[src/rtl/dense_pkg.sv]
// Shared definitions for the dense-layer sequencers: FSM states, tag format, ReLU.
package dense_pkg;

    localparam int unsigned DENSE_DATA_W = 16;
    localparam int unsigned DENSE_ADDR_W = 16;

    typedef enum logic [1:0] {
        ST_IDLE,
        ST_ISSUE,
        ST_DRAIN,
        ST_DONE
    } dense_state_e;

    typedef struct packed {
        logic                    valid;
        logic                    first;
        logic                    last;
        logic [DENSE_ADDR_W-1:0] line;
    } dense_tag_t;

    // Width-generic ReLU: x is zero-extended by the caller, w is the real word width.
    function automatic logic [63:0] relu(input logic [63:0] x, input int unsigned w);
        return x[6'(w - 1)] ? '0 : x;
    endfunction

endpackage

[src/rtl/dense_tag_pipe.sv]
// Fixed-latency tag shift register tracking issued chunks through the datapath.
module dense_tag_pipe
    import dense_pkg::*;
#(
    parameter int unsigned PIPE_LAT = 3
) (
    input  logic                    clk,
    input  logic                    rst_n,
    input  dense_tag_t              tag_i,
    output logic [DENSE_ADDR_W-1:0] bias_line_o,
    output dense_tag_t              out_tag_o
);

    dense_tag_t [PIPE_LAT-1:0] stage_q;

    always_ff @(posedge clk or negedge rst_n) begin
        if (!rst_n) begin
            stage_q <= '0;
        end else begin
            stage_q <= {stage_q[PIPE_LAT-2:0], tag_i};
        end
    end

    // One stage ahead of the output so the 1-cycle bias ROM lines up.
    assign bias_line_o = stage_q[PIPE_LAT-2].line;
    assign out_tag_o   = stage_q[PIPE_LAT-1];

endmodule

[src/rtl/dense_layer_sequencer.sv]
// Issue/accumulate/pack sequencer for one fully-connected layer datapath.
module dense_layer_sequencer
    import dense_pkg::*;
#(
    parameter int unsigned DATA_WIDTH = DENSE_DATA_W,
    parameter int unsigned ADDR_WIDTH = DENSE_ADDR_W,
    parameter int unsigned IN_CHUNKS  = 4,
    parameter int unsigned OUT_LINES  = 120,
    parameter int unsigned PIPE_LAT   = 3,
    parameter int unsigned PACK       = 2
) (
    input  logic                       clk,
    input  logic                       rst_n,
    input  logic                       layer_enable,
    input  logic [DATA_WIDTH-1:0]      part_sum,
    input  logic [DATA_WIDTH-1:0]      bias_data,
    output logic [ADDR_WIDTH-1:0]      vec_addr,
    output logic [ADDR_WIDTH-1:0]      param_addr,
    output logic [ADDR_WIDTH-1:0]      bias_addr,
    output logic                       busy,
    output logic                       buf_rd_en,
    output logic                       done,
    output logic                       out_wr_en,
    output logic [ADDR_WIDTH-1:0]      out_addr,
    output logic [PACK*DATA_WIDTH-1:0] out_data
);

    localparam int unsigned OFF_W  = (IN_CHUNKS > 1) ? $clog2(IN_CHUNKS) : 1;
    localparam int unsigned LINE_W = (OUT_LINES > 1) ? $clog2(OUT_LINES) : 1;
    localparam int unsigned LANE_W = (PACK > 1) ? $clog2(PACK) : 1;

    dense_state_e               state_q, state_d;
    logic [OFF_W-1:0]           off_q, off_d;
    logic [LINE_W-1:0]          line_q, line_d;
    logic [DATA_WIDTH-1:0]      acc_q, acc_d;
    logic [PACK*DATA_WIDTH-1:0] pack_q, pack_d;
    logic [PACK*DATA_WIDTH-1:0] out_data_q, out_data_d;
    logic [LANE_W-1:0]          lane_q, lane_d;
    logic [ADDR_WIDTH-1:0]      out_addr_q, out_addr_d;
    logic                       wr_q, wr_d;
    logic                       last_wr_q, last_wr_d;

    dense_tag_t                 issue_tag, out_tag;
    logic [DENSE_ADDR_W-1:0]    bias_line;
    logic                       issuing, off_last, last_issue, final_line;
    logic [DATA_WIDTH-1:0]      base, sum, res;

    assign issuing    = (state_q == ST_ISSUE);
    assign off_last   = (off_q == OFF_W'(IN_CHUNKS - 1));
    assign last_issue = issuing && off_last && (line_q == LINE_W'(OUT_LINES - 1));

    always_comb begin
        state_d = state_q;
        off_d   = off_q;
        line_d  = line_q;
        unique case (state_q)
            ST_IDLE: begin
                if (layer_enable) begin
                    state_d = ST_ISSUE;
                    off_d   = '0;
                    line_d  = '0;
                end
            end
            ST_ISSUE: begin
                if (off_last) begin
                    off_d  = '0;
                    line_d = line_q + LINE_W'(1);
                end else begin
                    off_d = off_q + OFF_W'(1);
                end
                if (last_issue) begin
                    state_d = ST_DRAIN;
                    line_d  = '0;
                end
            end
            ST_DRAIN: if (last_wr_q) state_d = ST_DONE;
            ST_DONE:  state_d = ST_IDLE;
            default:  state_d = ST_IDLE;
        endcase
    end

    always_comb begin
        issue_tag       = '0;
        issue_tag.valid = issuing;
        issue_tag.first = issuing && (off_q == '0);
        issue_tag.last  = issuing && off_last;
        issue_tag.line  = issuing ? DENSE_ADDR_W'(line_q) : '0;
    end

    dense_tag_pipe #(
        .PIPE_LAT(PIPE_LAT)
    ) u_tag_pipe (
        .clk        (clk),
        .rst_n      (rst_n),
        .tag_i      (issue_tag),
        .bias_line_o(bias_line),
        .out_tag_o  (out_tag)
    );

    assign vec_addr   = issuing ? ADDR_WIDTH'(off_q) : '0;
    assign param_addr = issuing ? ADDR_WIDTH'(line_q) * ADDR_WIDTH'(IN_CHUNKS) + ADDR_WIDTH'(off_q) : '0;
    assign bias_addr  = ADDR_WIDTH'(bias_line);

    always_comb begin
        acc_d      = acc_q;
        pack_d     = pack_q;
        lane_d     = lane_q;
        out_data_d = out_data_q;
        out_addr_d = out_addr_q;
        wr_d       = 1'b0;
        last_wr_d  = 1'b0;
        base       = out_tag.first ? '0 : acc_q;
        sum        = base + part_sum + bias_data;
        res        = DATA_WIDTH'(relu(64'(sum), DATA_WIDTH));
        final_line = (out_tag.line == DENSE_ADDR_W'(OUT_LINES - 1));

        if (wr_q) out_addr_d = out_addr_q + ADDR_WIDTH'(1);
        if (state_q == ST_IDLE) begin
            lane_d     = '0;
            pack_d     = '0;
            out_addr_d = '0;
        end

        if (out_tag.valid) begin
            acc_d = base + part_sum;
            if (out_tag.last) begin
                for (int unsigned l = 0; l < PACK; l++) begin
                    if (lane_q == LANE_W'(l)) pack_d[l*DATA_WIDTH +: DATA_WIDTH] = res;
                end
                // The final line flushes a partially filled word; cleared lanes stay 0.
                if (lane_q == LANE_W'(PACK - 1) || final_line) begin
                    wr_d       = 1'b1;
                    last_wr_d  = final_line;
                    out_data_d = pack_d;
                    pack_d     = '0;
                    lane_d     = '0;
                end else begin
                    lane_d = lane_q + LANE_W'(1);
                end
            end
        end
    end

    always_ff @(posedge clk or negedge rst_n) begin
        if (!rst_n) begin
            state_q    <= ST_IDLE;
            off_q      <= '0;
            line_q     <= '0;
            acc_q      <= '0;
            pack_q     <= '0;
            lane_q     <= '0;
            out_data_q <= '0;
            out_addr_q <= '0;
            wr_q       <= 1'b0;
            last_wr_q  <= 1'b0;
        end else begin
            state_q    <= state_d;
            off_q      <= off_d;
            line_q     <= line_d;
            acc_q      <= acc_d;
            pack_q     <= pack_d;
            lane_q     <= lane_d;
            out_data_q <= out_data_d;
            out_addr_q <= out_addr_d;
            wr_q       <= wr_d;
            last_wr_q  <= last_wr_d;
        end
    end

    assign busy      = (state_q != ST_IDLE);
    assign done      = (state_q == ST_DONE);
    assign buf_rd_en = (state_q == ST_DONE);
    assign out_wr_en = wr_q;
    assign out_addr  = out_addr_q;
    assign out_data  = out_data_q;

endmodule

[config.mk]
export PLATFORM = sky130hd
export DESIGN_NAME = dense_layer_sequencer
export DESIGN_NICKNAME = d
export VERILOG_FILES = /design/src/rtl/dense_pkg.sv /design/src/rtl/dense_tag_pipe.sv /design/src/rtl/dense_layer_sequencer.sv
export SDC_FILE = /design/constraint.sdc
export NUM_CORES = 1
export LEC_CHECK = 0
export ABC_AREA = 1
export BUFFER_PORTS_ARGS = -buffer_cell sky130_fd_sc_hd__buf_2
export CORE_MARGIN = 4
export CORE_UTILIZATION = 55
export CTS_CLUSTER_DIAMETER = 50
export CTS_CLUSTER_SIZE = 30
export DETAILED_ROUTE_END_ITERATION = 10
export PLACE_DENSITY = 0.79
export SYNTH_ARGS = -nofsm -noshare
export SYNTH_HDL_FRONTEND = slang
export SYNTH_SLANG_ARGS = --single-unit
[constraint.sdc]
create_clock -name clk -period 6 [get_ports clk]
set_input_delay 1.2 -clock clk [delete_from_list [all_inputs] [get_ports clk]]
set_output_delay 1.2 -clock clk [all_outputs]
set_load 0.02 [all_outputs]
==> reports/summary.txt <==
Postcts setup bufs -> 0
CTS resizes -> 0
Predominant post-synthesis flop cell -> dfrtp_1
Gr usage total -> 22.5%
CTS Hold Bufs -> 0
Initial antenna violation count -> 0
Critical path class -> in2reg
Initial core utilization -> 56.1%
GR Overflow Total -> 0
Max-Cap Viols -> 0
Seq/Total Area, Yosys -> 45.0%
Worst clock skew -> 0.00853 ns
Clock Path Buffers -> 2
Multi-input gate area -> 3540 um2
Area after DPL -> 8180 um2
Max Clk Rate -> 0.224 GHz
Vias per cell -> 5.14
Leakage -> 4.57 nW
Worst-path clk slew -> 0.06 ns
Hold WS -> 0.345 ns
Status -> complete, no violations
CTS Buf Count -> 17
Critical Path Source Type -> primary input
PD cells -> 601 nW/um2
Setup_tns -> 0 ns
Root buffer cell -> clkbuf_16
Synthesized flop and latch total -> 140
Nets@finish -> 1104
Design area -> 8790 um2
DP Wirelength -> 12.3 mm
Synthesized area -> 7790 um2
Mean Syn Cell Area -> 8.21 um2
# rows -> 43
Die X -> 127 um
Worst min-delay path category -> reg2reg
EDFF count, synth -> 0
Vias in the first global route -> 6175
Routed via count -> 6274
Area share of the largest cell type after synthesis -> 45.0%
Final GP Congestion -> 0.903
ANT nets after route -> 0
CTS tree -> done
Max Slew Vio Count -> 0
Worst path arrival time -> 4.76 ns
Synth cell count leaders -> 267 x nand2_1, 140 x dfrtp_1, 90 x inv_1
Layout cells sized above 1 -> 16.4%
Die Area -> 16100 um2
Slew Limit Headroom -> 37.2%
H-Tree Depth -> 4
First-pass GRT wire length -> 29.6 mm
CTS sink cnt -> 140
DRT Pass-1 Iters -> 5
Most common cell in the synthesized netlist -> nand2_1
Routed wire length -> 17.4 mm
Number of setup violations in the final report -> 0
Period utilisation layout -> 74.3%
Die Ht -> 127 um
N_diodes -> 0
WL/cell -> 14.2 um
Core Area -> 13900 um2
Peak supply drop -> 0.264 mV
Req. time, crit path -> 6.31 ns
Largest area contributor in the netlist -> dfrtp_1
Slew @ Worst Pin -> 0.942 ns
Final min period -> 4.46 ns
Fill count -> 1209
Layout area overhead -> 12.7%
DRT iter0 DRCs -> 435
Port bufs -> 104
Final Hold Vio Count -> 0
DRC -> 0
Top fanout value on the critical path -> 15
Pin count of the biggest net entering global routing -> 82
Cells after Synth -> 949
Top post-synthesis cells by area -> dfrtp_1 45%, nand2_1 13%, ha_1 6.3%
Reg area -> 3500 um2
Yosys cell types -> 45
Post-synth ARST share -> 100%
YS warnings -> 0
Ports -> 135
RSZ-0062 raised after global routing -> no
Flop-to-flop setup slack -> 1.56 ns
Clock latency on the worst-skew pair -> 0.42 ns
Worst setup EP type -> flip-flop
-- metrics by stage --
step,power [mW],instances,utilization [%],setup slack [ns]
finish,5.28,1221,63.3,1.54
detailed placement,4.20,1189,58.9,1.15
floorplan,3.68,978,-,1.81
global route,5.75,1221,63.3,1.06
global placement,4.18,1189,58.9,1.23
CTS,5.30,1221,63.3,1.59
-- logic make-up after synthesis --
family	synth area share (%)
buf+inv	11.0
xor+xnor	2.58
fa+ha+maj	6.77
other cells	0.0481
flops	45.0
simple gates	24.1
compound gates	10.5
-- where the power goes --
| group | internal, mW | switching, mW | total (mW) |
|---|---|---|---|
| clock | 0.668 | 0.414 | 1.08 |
| combinational | 1.08 | 1.99 | 3.07 |
| sequential | 1.05 | 0.0832 | 1.13 |
| total | 2.80 | 2.49 | 5.28 |
-- critical path: stages --
cell and delay, ns:
buf_2 0.10, ha_1 0.21, fa_1 0.44, a21oi_1 0.28
o21ai_0 0.18, a21oi_1 0.19, nand2_1 0.08, and2_1 0.16
ha_1 0.34, a21oi_1 0.17, o21ai_0 0.14, inv_1 0.07
o21ai_0 0.08, a21oi_1 0.28, nand3_4 0.36, nand3_1 0.28
nand2_1 0.07, nand2_1 0.08, nand2_1 0.06
-- state kept, by name (all words and copies together), names as in the netlist, 7 cells and up --
| register | cells |
|---|---|
| out_data | 32 |
| acc_q | 16 |
| pack_q | 32 |
| u_tag_pipe.bias_line_o | 7 |
| out_addr | 16 |
| u_tag_pipe.out_tag_o | 10 |
| line_q | 7 |
| u_tag_pipe.stage_q | 13 |
-- metal layers --
| metal | track usage, % | routed length (um) |
|---|---|---|
| met1 | 30.1 | 7790 |
| met2 | 37.3 | 8370 |
| met3 | 5.02 | 943 |
| met4 | 6.25 | 259 |
| met5 | 0 | 0 |
-- layout make-up --
| class | instances | area share, % |
|---|---|---|
| Multi-Input combinational cell | 667 | 40.3 |
| Sequential cell | 140 | 39.9 |
| Timing Repair Buffer | 106 | 6.17 |
| Clock buffer | 19 | 5.04 |
| Inverter | 96 | 4.12 |
| Tap cell | 180 | 2.56 |
| Clock inverter | 13 | 1.89 |
-- worst paths after layout --
check,from,end,cells past startpoint
setup / recovery,part_sum[0],out_data[20],19
hold / removal,u_tag_pipe.stage_q[6],u_tag_pipe.bias_line_o[6],0
setup reg to reg,u_tag_pipe.out_tag_o[17],out_data[20],19
hold reg to reg,u_tag_pipe.stage_q[6],u_tag_pipe.bias_line_o[6],0
max in group asynchronous,rst_n,out_data[0],2
min in group asynchronous,rst_n,line_q[4],1
-- cells in the final DEF, fill, tap and decap left out, drive strengths merged --
cell type / n
nand2: 276
dfrtp: 140
buf: 106
inv: 95
nor2: 77
a21oi: 65
o21ai: 55
nand3: 43
ha: 39
conb: 30
o22ai: 19
clkbuf: 19
xor2: 13
nor3: 12
xnor2: 10
clkinv: 9
nand4: 6
a31oi: 5
a21o: 4
bufinv: 3
fa: 2
clkinvlp: 2
or2: 2
nor4: 2
and2: 1
o21bai: 1
nor3b: 1
o21a: 1
o211ai: 1
o31ai: 1
a211oi: 1
Power figures use the tool's default switching activity.
